==> src/rtl/e203_exu_rglr_wbck_buf.sv <==
// e203_exu_rglr_wbck_buf
// Two-entry buffer between the regular ALU and its two consumers: the integer
// regfile write-back port and the commit port. The head entry is offered to
// both ports independently. It leaves the buffer once each port that needs it
// has taken it. When a WFI commits, the buffer enters SLEEP. In SLEEP it
// accepts nothing and presents nothing until wfi_wakeup is seen.
// Every output is decoded from registered state only, so no input reaches an
// output combinationally.

module e203_exu_rglr_wbck_buf #(
  parameter int XLEN    = 32,
  parameter int PC_SIZE = 32
) (
  input  logic               clk,
  input  logic               rst_n,

  input  logic               rglr_i_valid,
  output logic               rglr_i_ready,
  input  logic [XLEN-1:0]    rglr_i_wdat,
  input  logic [4:0]         rglr_i_rdidx,
  input  logic               rglr_i_rdwen,
  input  logic [PC_SIZE-1:0] rglr_i_pc,
  input  logic               rglr_i_err,
  input  logic               rglr_i_ecall,
  input  logic               rglr_i_ebreak,
  input  logic               rglr_i_wfi,

  output logic               wbck_o_valid,
  input  logic               wbck_o_ready,
  output logic [XLEN-1:0]    wbck_o_wdat,
  output logic [4:0]         wbck_o_rdidx,

  output logic               cmt_o_valid,
  input  logic               cmt_o_ready,
  output logic [PC_SIZE-1:0] cmt_o_pc,
  output logic               cmt_o_ecall,
  output logic               cmt_o_ebreak,
  output logic               cmt_o_wfi,

  input  logic               wfi_wakeup,
  output logic               wfi_halted
);

  typedef enum logic {
    ST_RUN   = 1'b0,
    ST_SLEEP = 1'b1
  } state_t;

  typedef struct packed {
    logic [XLEN-1:0]    wdat;
    logic [4:0]         rdidx;
    logic               rdwen;
    logic [PC_SIZE-1:0] pc;
    logic               err;
    logic               ecall;
    logic               ebreak;
    logic               wfi;
  } entry_t;

  // An entry goes to the regfile only if it writes rd and did not trap.
  function automatic logic need_wbck_f(input entry_t e);
    return e.rdwen & ~e.err;
  endfunction

  // Storage and control state
  entry_t     fifo_r [0:1];
  logic       wptr_r;
  logic       rptr_r;
  logic [1:0] count_r;
  logic       wbck_done_r;
  logic       cmt_done_r;
  state_t     state_r;

  // Combinational control
  entry_t     in_entry_s;
  entry_t     head_s;
  entry_t     head_vis_s;
  logic       empty_s;
  logic       full_s;
  logic       gate_s;
  logic       need_wbck_s;
  logic       enq_s;
  logic       pop_s;
  logic       wbck_fire_s;
  logic       cmt_fire_s;
  logic       wbck_ok_s;
  logic       cmt_ok_s;
  logic [1:0] count_nxt_s;

  assign in_entry_s = '{
    wdat:   rglr_i_wdat,
    rdidx:  rglr_i_rdidx,
    rdwen:  rglr_i_rdwen,
    pc:     rglr_i_pc,
    err:    rglr_i_err,
    ecall:  rglr_i_ecall,
    ebreak: rglr_i_ebreak,
    wfi:    rglr_i_wfi
  };

  assign head_s      = fifo_r[rptr_r];
  assign empty_s     = (count_r == 2'd0);
  assign full_s      = (count_r == 2'd2);
  assign gate_s      = (state_r == ST_SLEEP);
  assign need_wbck_s = need_wbck_f(head_s);

  // No pass-through: ready depends only on registered state. A pop in the
  // same cycle therefore cannot open a slot for a new entry.
  assign rglr_i_ready = ~full_s & (state_r == ST_RUN);
  assign enq_s        = rglr_i_valid & rglr_i_ready;

  assign wbck_o_valid = ~empty_s & need_wbck_s & ~wbck_done_r & ~gate_s;
  assign cmt_o_valid  = ~empty_s & ~cmt_done_r & ~gate_s;
  assign wbck_fire_s  = wbck_o_valid & wbck_o_ready;
  assign cmt_fire_s   = cmt_o_valid & cmt_o_ready;

  // The head is finished once every port that needs it has taken it, either
  // in an earlier cycle or in this one.
  assign wbck_ok_s = ~need_wbck_s | wbck_done_r | wbck_fire_s;
  assign cmt_ok_s  = cmt_done_r | cmt_fire_s;
  assign pop_s     = ~empty_s & wbck_ok_s & cmt_ok_s;

  assign wfi_halted = gate_s;

  // Payloads show the head entry and read as zero when the buffer is empty.
  always_comb begin
    head_vis_s = '0;
    if (empty_s) begin
      head_vis_s = '0;
    end else begin
      head_vis_s = head_s;
    end
  end

  assign wbck_o_wdat  = head_vis_s.wdat;
  assign wbck_o_rdidx = head_vis_s.rdidx;
  assign cmt_o_pc     = head_vis_s.pc;
  assign cmt_o_ecall  = head_vis_s.ecall;
  assign cmt_o_ebreak = head_vis_s.ebreak;
  assign cmt_o_wfi    = head_vis_s.wfi;

  // Next occupancy: an enqueue and a pop in the same cycle cancel out.
  always_comb begin
    count_nxt_s = count_r;
    case ({enq_s, pop_s})
      2'b10:   count_nxt_s = count_r + 2'd1;
      2'b01:   count_nxt_s = count_r - 2'd1;
      default: count_nxt_s = count_r;
    endcase
  end

  // Entry storage: write the incoming result into the slot at the write pointer.
  always_ff @(posedge clk or negedge rst_n) begin
    if (!rst_n) begin
      for (int i = 0; i < 2; i++) begin
        fifo_r[i] <= '0;
      end
    end else if (enq_s) begin
      fifo_r[wptr_r] <= in_entry_s;
    end
  end

  // Pointers and occupancy.
  always_ff @(posedge clk or negedge rst_n) begin
    if (!rst_n) begin
      wptr_r  <= 1'b0;
      rptr_r  <= 1'b0;
      count_r <= 2'd0;
    end else begin
      if (enq_s) begin
        wptr_r <= ~wptr_r;
      end
      if (pop_s) begin
        rptr_r <= ~rptr_r;
      end
      count_r <= count_nxt_s;
    end
  end

  // Per-head done flags: remember a port that already took the head.
  // A pop clears both flags for the next entry.
  always_ff @(posedge clk or negedge rst_n) begin
    if (!rst_n) begin
      wbck_done_r <= 1'b0;
      cmt_done_r  <= 1'b0;
    end else if (pop_s) begin
      wbck_done_r <= 1'b0;
      cmt_done_r  <= 1'b0;
    end else begin
      if (wbck_fire_s) begin
        wbck_done_r <= 1'b1;
      end
      if (cmt_fire_s) begin
        cmt_done_r <= 1'b1;
      end
    end
  end

  // WFI sleep FSM: sleep after a WFI commits, wake on wfi_wakeup.
  always_ff @(posedge clk or negedge rst_n) begin
    if (!rst_n) begin
      state_r <= ST_RUN;
    end else begin
      case (state_r)
        ST_RUN: begin
          if (cmt_fire_s & head_s.wfi) begin
            state_r <= ST_SLEEP;
          end
        end
        ST_SLEEP: begin
          if (wfi_wakeup) begin
            state_r <= ST_RUN;
          end
        end
        default: state_r <= ST_RUN;
      endcase
    end
  end

endmodule

==> config.mk <==
export PLATFORM = sky130hd
export DESIGN_NAME = e203_exu_rglr_wbck_buf
export DESIGN_NICKNAME = d
export VERILOG_FILES = /design/src/rtl/e203_exu_rglr_wbck_buf.sv
export SDC_FILE = /design/constraint.sdc
export NUM_CORES = 1
export LEC_CHECK = 0
export ABC_AREA = 1
export ABC_CLOCK_PERIOD_IN_PS = 1900
export BUFFER_PORTS_ARGS = -buffer_cell sky130_fd_sc_hd__buf_4
export CAP_MARGIN = 20
export CORE_ASPECT_RATIO = 0.9
export CORE_UTILIZATION = 49
export CTS_CLUSTER_SIZE = 24
export DETAILED_ROUTE_END_ITERATION = 8
export PLACE_DENSITY = 0.76
export SYNTH_ARGS = -nofsm -noshare
export SYNTH_HDL_FRONTEND = slang
export SYNTH_SLANG_ARGS = --single-unit
==> constraint.sdc <==
create_clock -name clk -period 1.9 [get_ports clk]
set_input_delay 0.095 -clock clk [delete_from_list [all_inputs] [get_ports clk]]
set_output_delay 0.095 -clock clk [all_outputs]
set_load 0.02 [all_outputs]
# Word level (Yosys, flattened, before mapping)
# Cells that the tools add are included.
# word_totals
output_inout_bits	76
mem_count	0
ramBits	0
latch_bits	0
ff_bits	155
rom_bits	0
wordCells	77
# op_classes
n_shift	0
div	0
eq_ne	3
muxes	15
n_mul	0
reduce_logical	5
bitwise_logic	27
n_lt_le_gt_ge	3
add_sub_neg	2
# op_table
operator	count
$mux 74	5
$bwmux 148	1
$demux 74 s1	1
$and 1x1->1	13
$not 1->1	9
$mux 1	6
$reduce_bool 2->1	3
$eq 2x2->1 const B	2
$ge 2x2->1 const B	2
$not 1->2	2
$pmux 2 s2	1
$or 1x1->1	3
$add 2x1->2 const B	1
$eq 2x1->1 const B	1
$logic_not 2->1	1
$lt 2x1->1 const B	1
$pmux 1 s2	1
$sub 2x1->2 const B	1
$logic_and 1x1->1	1

# Longest topological paths before layout
# Gate-level depths: netlist of the first run.
# logic_depth
depth_word	15
mapped_depth	12
ltp_nobuf	12

# Worst setup path after synthesis of the first run
# No wires, ideal clock.
# synth_path
path_type	flip-flop to flip-flop
from	register count_r[1]
to	register count_r[1]
setup_slack_ps	-210
path_buffers	0
arrival_time_ps	1979
setup_time_ps	131
synth_period_minus_slack_ps	2110
path_stages_with_launch	13
required_ps	1769
cell_sequence	dfrtp_1 -> inv_1 -> nand2_1 -> nand2_1 -> nor2_1 -> nand2_1 -> nand2_1 -> nand3_1 -> inv_1 -> ha_1 -> a21oi_1 -> o21ai_0 -> xor2_1
# synth_via
word_cells_on_any_way	23
classes_between	add/sub: 2; eq/ne: 3; mux: 1; bitwise: 15; reduce/logical: 2
# synth_rtl
item	line	text
start, declared	69	logic [1:0] count_r;
start signal, assigned	176	count_r <= count_nxt_s;
$logic_not 2->1 *	102	assign empty_s = (count_r == 2'd0);
$not 1->1 *	113	assign cmt_o_valid = ~empty_s & ~cmt_done_r & ~gate_s;
$and 1x1->1 * (2 in a row)	113	
via cmt_o_valid	33	output logic cmt_o_valid,
$and 1x1->1 *	115	assign cmt_fire_s = cmt_o_valid & cmt_o_ready;
$or 1x1->1 *	120	assign cmt_ok_s = cmt_done_r | cmt_fire_s;
$and 1x1->1 *	121	assign pop_s = ~empty_s & wbck_ok_s & cmt_ok_s;
via pop_s	83	logic pop_s;
$eq 2x1->1 / $eq 2x2->1 (equally long branches)	145	case ({enq_s, pop_s})
$pmux 2 s2 / $reduce_bool 2->1 (equally long branches)	--	
# Mark *: on every way through the listed nets, which the timed path passes. The rest lies on a longest branch.
# A chain may end at the register's enable or synchronous reset.

# Final worst setup path of the first run
# layout_path
from	register count_r[0]
to	output port wbck_o_wdat[1]
# layout_via
elab_chain_len	2
# layout_rtl
item	line	text
$logic_not 2->1	102	
$mux 74	128	if (empty_s) begin
end, declared	30	output logic [XLEN-1:0] wbck_o_wdat,
# No other way between the ends.

==> flow_summary.json, run 1 <==
{
  "drive_above_1_share_pct": 26.4,
  "clockBufferDepth": 2,
  "yosysUniqueCellTypes": 23,
  "placementRows": 41,
  "status": "complete, no violations",
  "core_um2": 14100,
  "finalPower_mw": 18.9,
  "clk_pin_slew_ns": 0.06,
  "setup_violations": 0,
  "dr.pass1.iters": 5,
  "fp.dieArea_um2": 14900,
  "synth_top_area_share_pct": 55.0,
  "reg2reg_depth": 12,
  "cp_max_fo": 17,
  "irDropWorstVdd_uv": 1180,
  "fin_crit_sh_pct": 98.8,
  "nNetsFinal": 1141,
  "hp-class": "in2reg",
  "antenna_found_initial": 1,
  "numCtsBuffers": 17,
  "synth_area_leaders": "dfrtp_1 (55%), nand2_1 (16%), o21ai_0 (5.7%), o21ai_2 (5.6%), a21oi_1 (5.2%)",
  "hold_path_depth": 4,
  "synth.net_count": 919,
  "io_buffers": 155,
  "cts_sinks": 155,
  "cpPeakStageDelay_ns": 0.41,
  "clock.fmax_ghz": 0.533,
  "criticalPathCategory": "reg2out",
  "start_util_pct": 50.2,
  "globalplace.congestion": 0.751,
  "grt_pass1_vias": 6063,
  "die_w_um": 128,
  "cp-start-kind": "flop",
  "dp_cells": 1149,
  "synth_area_per_cell_um2": 8.42,
  "place_area_um2": 8430,
  "grt_overflow": 0,
  "worst_pin_slew_ns": 0.379,
  "synth-seq-cells": 155,
  "hold_violations": 0,
  "final_core_util_pct": 71.7,
  "yosysTopAreaCell": "dfrtp_1",
  "worst-endpoint-required_ns": 1.80,
  "drtIter0Drc": 515,
  "drv_cap": 0,
  "drc": 0,
  "fin_crit_ns": 1.88,
  "worstSkewPairLatency_ns": 0.43,
  "num_vias": 6351,
  "viasPerCell": 5.02,
  "end_kind": "output pin",
  "fillers": 1090,
  "die_h_um": 116,
  "pre_cts_ws_ns": 0.00109,
  "root_buffer": "clkbuf_16",
  "path_depth": 7,
  "slowest_stage": "dfrtp_1",
  "synth_cells": 838,
  "seq_area_frac_synth_pct": 55.0,
  "stdcell_area_um2": 10100,
  "syn_area_um2": 7050,
  "wl_mm": 18.8,
  "wl_per_cell_um": 14.9,
  "io_pins": 156,
  "postRouteAntennaNets": 0,
  "power.density_nw_per_um2": 1880,
  "maxSlewViolCount": 0,
  "grt_max_degree": 95,
  "hpwlAfterDp_mm": 10.1,
  "arrival_ns": 1.78,
  "slew_headroom_pct": 74.8,
  "track_usage_pct": 24.9,
  "grt_pass1_wl_mm": 28.7,
  "fin_cells": 1264,
  "power.leakage_nw": 5.08,
  "critical_path_buf_inv_count": 5,
  "skew_ns": 0.0130,
  "area_growth_pct": 42.9,
  "critical-path-top-delay-family": "buffers and inverters",
  "crit_chain": "inv_2 > nand2_4 > buf_6 > inv_8 > buf_12 > a21oi_1 > buf_4",
  "htree_levels": 4,
  "finalWorstSetupSlack_ns": 0.0221,
  "ys.warnings.count": 0,
  "cts_tree": "done"
}
-- through the flow --
step | TNS (ns) | hold WS [ns]
after floorplan | 0 | -0.201
after global placement | 0 | 0.0255
after detailed placement | 0 | 0.0236
after CTS | 0 | 0.00668
after global routing | -0.403 | 0.0631
final | 0 | 0.0115
-- report_power, final --
| group | switching, mW | internal [mW] |
|---|---|---|
| Sequential | 0.851 | 4.88 |
| Clock | 1.26 | 2.44 |
| Combinational | 5.64 | 3.86 |
| Total | 7.74 | 11.2 |
-- placed cells by master, fill, tap and decap left out, types with 2 or more instances in the layout --
cell type / netlist / routed
a21oi_2: 0 / 10
nor2_1: 3 / 2
nand2_4: 0 / 2
nand2_1: 300 / 297
clkbuf_8: 0 / 4
nand3_1: 4 / 2
o21ai_2: 45 / 46
o21ai_1: 25 / 26
buf_16: 0 / 3
dlygate4sd3_1: 0 / 77
buf_12: 0 / 9
inv_1: 84 / 83
nand4_1: 2 / 2
o21ai_0: 80 / 78
dfrtp_1: 155 / 153
clkbuf_16: 0 / 19
inv_2: 3 / 2
buf_6: 14 / 2
clkinv_2: 0 / 3
a21oi_1: 73 / 63
buf_4: 0 / 165
dfrtp_2: 0 / 2
nand2_2: 1 / 2
bufinv_16: 0 / 5
-- cells by family (layout without fill, tap and decap cells) --
| group | count (synthesis) | after routing | synth area share, % |
|---|---|---|---|
| buf+inv | 142 | 374 | 9.05 |
| fa+ha+maj | 1 | 1 | 0.177 |
| compound gates | 226 | 226 | 18.6 |
| other cells | 0 | 1 | 0 |
| flops | 155 | 155 | 55.0 |
| mux | 1 | 1 | 0.142 |
| xor+xnor | 2 | 2 | 0.248 |
| simple gates | 311 | 311 | 16.8 |
-- final timing paths --
check,start,end,slack [ns]
setup / recovery,count_r[0]$_DFFE_PN0P_,wbck_o_wdat[1],0.02
hold / removal,rglr_i_valid,wptr_r$_DFFE_PN0P_,0.01
setup reg to reg,count_r[0]$_DFFE_PN0P_,count_r[1]$_DFFE_PN0P_,0.03
hold reg to reg,fifo_r[134]$_DFFE_PN0P_,fifo_r[134]$_DFFE_PN0P_,0.48
max in group asynchronous,rst_n,fifo_r[141]$_DFFE_PN0P_,1.13
min in group asynchronous,rst_n,fifo_r[39]$_DFFE_PN0P_,0.15
-- per-layer routing --
layer  wire length [µm]  GRT usage (%)  up-vias
met5                  0              0        -
met4                242           8.00        0
met3                964           5.40       21
met2               9310           41.6      204
met1               8270           32.5     3032
li1                   -              -     3094
-- synthesized netlist by cell type --
| cell type | instances |
|---|---|
| nand2_1 | 300 |
| dfrtp_1 | 155 |
| inv_1 | 84 |
| o21ai_0 | 80 |
| a21oi_1 | 73 |
| o21ai_2 | 45 |
| clkbuf_1 | 32 |
| o21ai_1 | 25 |
| buf_6 | 14 |
| buf_1 | 9 |
| nand3_1 | 4 |
| inv_2 | 3 |
| nor2_1 | 3 |
| nand4_1 | 2 |
| a21boi_0 | 1 |
| a21oi_4 | 1 |
| ha_1 | 1 |
| mux2i_1 | 1 |
| nand2_2 | 1 |
| o22ai_1 | 1 |
| or2_1 | 1 |
| xnor2_1 | 1 |
| xor2_1 | 1 |
-- sequential cells by signal (all words and copies together) (netlist names) --
signal / count
wbck_done_r: 1
count_r: 2
rptr_r: 1
wfi_halted: 1
cmt_done_r: 1
wptr_r: 1
fifo_r: 148
-- cell type report --
class | count | area (µm²) | area share, %
diodes | 1 | 2.50 | 0.0248
clock buffers | 21 | 480 | 4.77
clock inverters | 8 | 165 | 1.64
inverters | 87 | 339 | 3.36
multi-input cells | 541 | 2630 | 26.1
flip-flops and latches | 155 | 3880 | 38.5
well taps | 193 | 241 | 2.40
repair buffers | 258 | 2340 | 23.3
-- worst register-to-register path: stages, from the launching register on --
cell	delay [ns]
dfrtp_1	0.41
inv_2	0.09
nand2_4	0.09
nand2_4	0.07
nor2_4	0.12
nand2_1	0.09
nand2_2	0.10
nand3_2	0.09
inv_1	0.08
ha_1	0.25
a21oi_1	0.14
o21ai_1	0.09
xor2_1	0.14
-- timing repair --
action | 4_1_cts | 5_1_grt
hold buffers | 77 | 0
pin swaps | 0 | 1
resized for setup | 19 | 12
setup endpoints to repair | 73 | 21
gates cloned | 1 | 2
buffers inserted | 0 | 5
hold endpoints to repair | 295 | 0
(Power assumes the default switching activity.)
==> run 2, diff against run 1 <==
--- a/config.mk
+++ b/config.mk
@@ -14,6 +14,7 @@
 export CTS_CLUSTER_SIZE = 24
 export DETAILED_ROUTE_END_ITERATION = 8
 export PLACE_DENSITY = 0.76
+export REMOVE_ABC_BUFFERS = 1
 export SYNTH_ARGS = -nofsm -noshare
 export SYNTH_HDL_FRONTEND = slang
 export SYNTH_SLANG_ARGS = --single-unit
==> run 2 against run 1 <==
Against the previous run:
- the run now ends with negative setup slack left
- sequential power shrank 0.7%
- final cell count shrank 0.16%
- die area is the same
- largest power group unchanged
==> flow_summary.json, run 2 (synthesis results as in run 1) <==
{
  "top_regs": "fifo_r: 148 flops, count_r: 2 flops",
  "switchingPower_mw": 7.53,
  "largest_register": "fifo_r",
  "timing.rr.end": "wfi_halted$_DFF_PN0_",
  "largest_reg_flops": 148,
  "die_h_um": 116,
  "min_from": "wbck_o_ready",
  "numCtsBuffers": 17,
  "clk_pin_slew_ns": 0.06,
  "drive_above_1_share_pct": 24.9,
  "holdPathEnd": "wbck_done_r$_DFFE_PN0P_",
  "antenna_found_initial": 0,
  "cts_tree": "done",
  "rrSetupSlack_ns": 0.03,
  "htree_levels": 4,
  "failed_checks": "negative setup slack",
  "hold_path_depth": 5,
  "clkPwrFrac_pct": 18.0,
  "core_um2": 14100,
  "r2r-start": "rptr_r$_DFFE_PN0P_",
  "placementRows": 41,
  "slew_headroom_pct": 60.6,
  "fin_crit_sh_pct": 102,
  "grt_pass1_vias": 5945,
  "status": "finished with violations",
  "finalPower_mw": 18.0,
  "cp_max_fo": 36,
  "maxSlewViolCount": 0,
  "n_antenna_cell": 0,
  "power.density_nw_per_um2": 1820,
  "io_buffers": 155,
  "irDropWorstVdd_uv": 1070,
  "track_usage_pct": 24.5,
  "root_buffer": "clkbuf_16",
  "nNetsFinal": 1139,
  "pre_cts_ws_ns": -0.0155,
  "die_w_um": 128,
  "area_growth_pct": 40.0,
  "wl_mm": 17.9,
  "start_util_pct": 50.2,
  "clockBufferDepth": 2,
  "fin_cells": 1262,
  "grt_pass1_wl_mm": 28.4,
  "fp.dieArea_um2": 14900,
  "hp-class": "in2reg",
  "viasPerCell": 4.92,
  "wl_per_cell_um": 14.2,
  "worstSkewPairLatency_ns": 0.42,
  "setup_violations": 1,
  "p_int_mw": 10.5,
  "p_comb_share_pct": 50.4,
  "drc": 0,
  "cts_sinks": 155,
  "cp-start-kind": "flop",
  "netSwitchingFraction_pct": 41.8,
  "grt_overflow": 0,
  "grt_max_degree": 78,
  "criticalPathCategory": "reg2out",
  "io_pins": 156,
  "fillers": 1046,
  "dr.pass1.iters": 4,
  "drv_cap": 0,
  "most-common-layout-cells": "nand2_1 (299), buf_4 (164), dfrtp_1 (154)",
  "rsz0062_at_grt": "yes",
  "clock.fmax_ghz": 0.515,
  "arrival_ns": 1.85,
  "setup-tns-final_ns": -0.0428,
  "final_common_cell": "nand2_1",
  "drtIter0Drc": 457,
  "worst_pin_slew_ns": 0.592,
  "reg2reg_depth": 4,
  "end_kind": "output pin",
  "globalplace.congestion": 0.766,
  "hold_violations": 0,
  "final_core_util_pct": 70.2,
  "crit_start": "rptr_r$_DFFE_PN0P_",
  "dp_cells": 1152,
  "power.leakage_nw": 5.00,
  "hpwlAfterDp_mm": 9.80,
  "num_vias": 6207,
  "power_frac_seq_pct": 31.6,
  "finalWorstSetupSlack_ns": -0.0428,
  "skew_ns": 0.00819,
  "worst-endpoint-required_ns": 1.80,
  "postRouteAntennaNets": 0,
  "fin_crit_ns": 1.94
}
==> run 2: changes by cell type in the layout (fill, tap and decap cells not counted), moves of 2 or more <==
| cell | previous run | this run |
|---|---|---|
| clkbuf_8 | 4 | 2 |
| clkbuf_1 | 0 | 2 |
| nand2_1 | 297 | 299 |
| a21oi_1 | 63 | 70 |
| a21oi_2 | 10 | 3 |
| bufinv_16 | 5 | 2 |
| clkinv_2 | 3 | 6 |
| nand2_4 | 2 | 0 |
| buf_16 | 3 | 1 |
==> run 2: final cells by class <==
class,instances,area [µm²],area share (%)
Clock inverter,9,97.6,0.988
Multi-Input combinational cell,541,2580,26.1
Clock buffer,21,460,4.66
Inverter,87,334,3.38
Tap cell,193,241,2.45
Timing Repair Buffer,256,2280,23.1
Sequential cell,155,3880,39.3
==> run 2: stage by stage <==
step / hold WS (ns) / instance area, µm²
after floorplan: -0.201 / 6740
after detailed placement: 0.122 / 8430
after global placement: 0.120 / 8430
final: 0.0339 / 9870
after global routing: 0.0750 / 9870
after CTS: 0.0216 / 9790
==> run 2: per-layer routing <==
metal	wire length [µm]	up-vias	track usage, %
met5	0	-	0
met4	325	0	8.31
met3	1090	29	6.00
met2	8650	202	38.9
met1	7870	2900	33.1
li1	-	3076	-
==> run 2: how the worst max path moves through the flow <==
stage                              endpoint  cells past startpoint
CTS                            cmt_o_pc[17]                      5
global route                wbck_o_rdidx[0]                      6
finish                      wbck_o_rdidx[0]                      6
detailed placement   count_r[1]$_DFFE_PN0P_                     10
global placement     count_r[1]$_DFFE_PN0P_                     10
floorplan           fifo_r[102]$_DFFE_PN0P_                      4
==> run 2: worst max-delay path: stages, from the launching register on <==
cell       delay [ns]
dfrtp_2          0.46
clkinv_4         0.09
buf_4            0.12
clkbuf_16        0.24
nand2_1          0.09
a21oi_1          0.23
buf_4            0.19
==> run 2: what timing repair did <==
item	4_1_cts	5_1_grt
setup endpoints to repair	73	18
buffers inserted	0	1
endpoints found under the hold margin	204	0
pin swaps	0	2
cloned	0	1
hold buffers	78	0
resized for setup	7	15
==> run 2: power by group through the flow <==
stage	Clock [mW]	Sequential [mW]	Combinational [mW]
6_report	3.24	5.69	9.07
5_1_grt	3.43	5.88	9.92
4_1_cts	3.29	5.66	8.77
3_5_place_dp	0	5.69	8.52
3_3_place_gp	0	5.63	8.39
2_1_floorplan	0	5.69	5.13
==> run 3, diff against run 2 <==
==> constraint.sdc (replaced) <==
create_clock -name clk -period 1.9 [get_ports clk]
set_input_delay 0.285 -clock clk [delete_from_list [all_inputs] [get_ports clk]]
set_output_delay 0.285 -clock clk [all_outputs]
set_load 0.02 [all_outputs]
==> run 3 against run 2 <==
Against the previous run:
- the flow still finishes with violations (negative setup slack)
- via count rose by 3.5%
- non-clock buffer count fell by 41
- first-iteration DRC count rose by 17%
- sequential power rose by 2%
- combinational power rose by 41%
- final cell count fell by 3.2%
- setup slack got worse by 0.041 ns
- largest cell class unchanged
==> flow_summary.json, run 3 (synthesis results as in run 1) <==
{
  "status": "finished with violations",
  "failed_checks": "negative setup slack",
  "io_buffers": 155,
  "timing.rr.end": "count_r[1]$_DFFE_PN0P_",
  "cts_tree": "done",
  "power.density_nw_per_um2": 2090,
  "cts_sinks": 155,
  "clockBufferDepth": 2,
  "end_kind": "output pin",
  "setup-tns-final_ns": -1.99,
  "nNetsFinal": 1098,
  "hp-class": "in2reg",
  "grt_pass1_wl_mm": 30.7,
  "drv_cap": 0,
  "slew_headroom_pct": 67.3,
  "drtIter0Drc": 535,
  "irDropWorstVdd_uv": 1050,
  "hold_violations": 0,
  "worstSkewPairLatency_ns": 0.42,
  "switchingPower_mw": 9.19,
  "clkPwrFrac_pct": 16.4,
  "hold_path_depth": 2,
  "n_antenna_cell": 0,
  "antenna_found_initial": 0,
  "fillers": 955,
  "maxSlewViolCount": 0,
  "setup_violations": 58,
  "grt_overflow": 0,
  "dp_cells": 1154,
  "min_from": "wfi_wakeup",
  "placementRows": 41,
  "area_growth_pct": 51.0,
  "most-common-layout-cells": "nand2_1 (271), dfrtp_1 (154), buf_4 (129)",
  "clk_pin_slew_ns": 0.06,
  "cp-start-kind": "flop",
  "finalWorstSetupSlack_ns": -0.0840,
  "top_regs": "fifo_r: 148 flops, count_r: 2 flops",
  "worst_pin_slew_ns": 0.491,
  "rsz0062_at_grt": "yes",
  "pre_cts_ws_ns": 0.000236,
  "final_common_cell": "nand2_1",
  "drc": 0,
  "reg2reg_depth": 12,
  "p_comb_share_pct": 57.4,
  "wl_per_cell_um": 16.8,
  "power.leakage_nw": 5.14,
  "fin_crit_sh_pct": 104,
  "viasPerCell": 5.26,
  "rrSetupSlack_ns": -0.03,
  "core_um2": 14100,
  "fp.dieArea_um2": 14900,
  "largest_reg_flops": 148,
  "postRouteAntennaNets": 0,
  "clock.fmax_ghz": 0.504,
  "io_pins": 156,
  "largest_register": "fifo_r",
  "root_buffer": "clkbuf_16",
  "track_usage_pct": 27.1,
  "skew_ns": 0.00690,
  "die_h_um": 116,
  "grt_max_degree": 79,
  "die_w_um": 128,
  "numCtsBuffers": 17,
  "final_core_util_pct": 75.8,
  "holdPathEnd": "wfi_halted$_DFF_PN0_",
  "start_util_pct": 50.2,
  "netSwitchingFraction_pct": 41.2,
  "finalPower_mw": 22.3,
  "criticalPathCategory": "reg2out",
  "fin_crit_ns": 1.98,
  "grt_pass1_vias": 6052,
  "p_int_mw": 13.1,
  "worst-endpoint-required_ns": 1.62,
  "dr.pass1.iters": 5,
  "wl_mm": 20.5,
  "cp_max_fo": 5,
  "globalplace.congestion": 0.761,
  "htree_levels": 4,
  "fin_cells": 1222,
  "arrival_ns": 1.70,
  "hpwlAfterDp_mm": 10.2,
  "power_frac_seq_pct": 26.1,
  "r2r-start": "count_r[1]$_DFFE_PN0P_",
  "num_vias": 6423,
  "drive_above_1_share_pct": 39.3
}
run 3: per-layer routing:
layer	global-route usage, %	vias to the layer above	share of wire (%)
met1	35.2	3146	43
met5	0	-	0
met2	44.5	219	49
met4	9.80	0	2.3
li1	-	3017	-
met3	6.60	41	5.8
run 3: what timing repair did:
item                       CTS  global route
gates resized for setup    115           109
hold buffers                 1             0
hold endpoints to repair    45             0
cloned                      11             6
setup buffers               20             0
pin swaps                    4             8
setup endpoints to repair   73            75
run 3: worst max-delay path by stage:
stage / from / slack [ns] / to / depth (start not counted)
after global placement: rptr_r$_DFFE_PN0P_ / 0.07 / count_r[1]$_DFFE_PN0P_ / 10
after floorplan: wfi_halted$_DFF_PN0_ / -2.24 / fifo_r[102]$_DFFE_PN0P_ / 4
after CTS: rptr_r$_DFFE_PN0P_ / -0.03 / cmt_o_pc[30] / 6
after detailed placement: rptr_r$_DFFE_PN0P_ / 0.0002 / count_r[1]$_DFFE_PN0P_ / 10
final: rptr_r$_DFFE_PN0P_ / -0.08 / wbck_o_wdat[22] / 6
after global routing: rptr_r$_DFFE_PN0P_ / -0.12 / wbck_o_wdat[22] / 6
run 3: per-stage QoR:
step | hold WS, ns | area, µm²
final | 0.0620 | 10700
after global routing | 0.0576 | 10700
after CTS | 0.0452 | 10000
after detailed placement | 0.259 | 8470
after global placement | 0.261 | 8470
after floorplan | -0.0106 | 6740
run 3: power groups by stage:
stage | Clock (mW) | Combinational (mW) | Sequential [mW]
after global placement | 0 | 8.49 | 5.64
final | 3.66 | 12.8 | 5.83
after floorplan | 0 | 5.13 | 5.69
after detailed placement | 0 | 8.62 | 5.69
after CTS | 3.68 | 11.1 | 5.69
after global routing | 3.84 | 13.6 | 5.99
run 3: final cells by class:
cell class	instances	area [µm²]	area share, %
Timing Repair Buffer	215	2370	22.3
Multi-Input combinational cell	541	3180	29.8
Inverter	87	344	3.23
Sequential cell	155	3880	36.4
Clock buffer	25	505	4.74
Clock inverter	6	133	1.24
Tap cell	193	241	2.27
run 3: critical path: stages (launching register included):
cell and delay, ns:
dfrtp_2 0.48, clkinv_4 0.14, buf_12 0.15, clkbuf_16 0.17
nand2_4 0.04, a21oi_2 0.16, buf_6 0.14
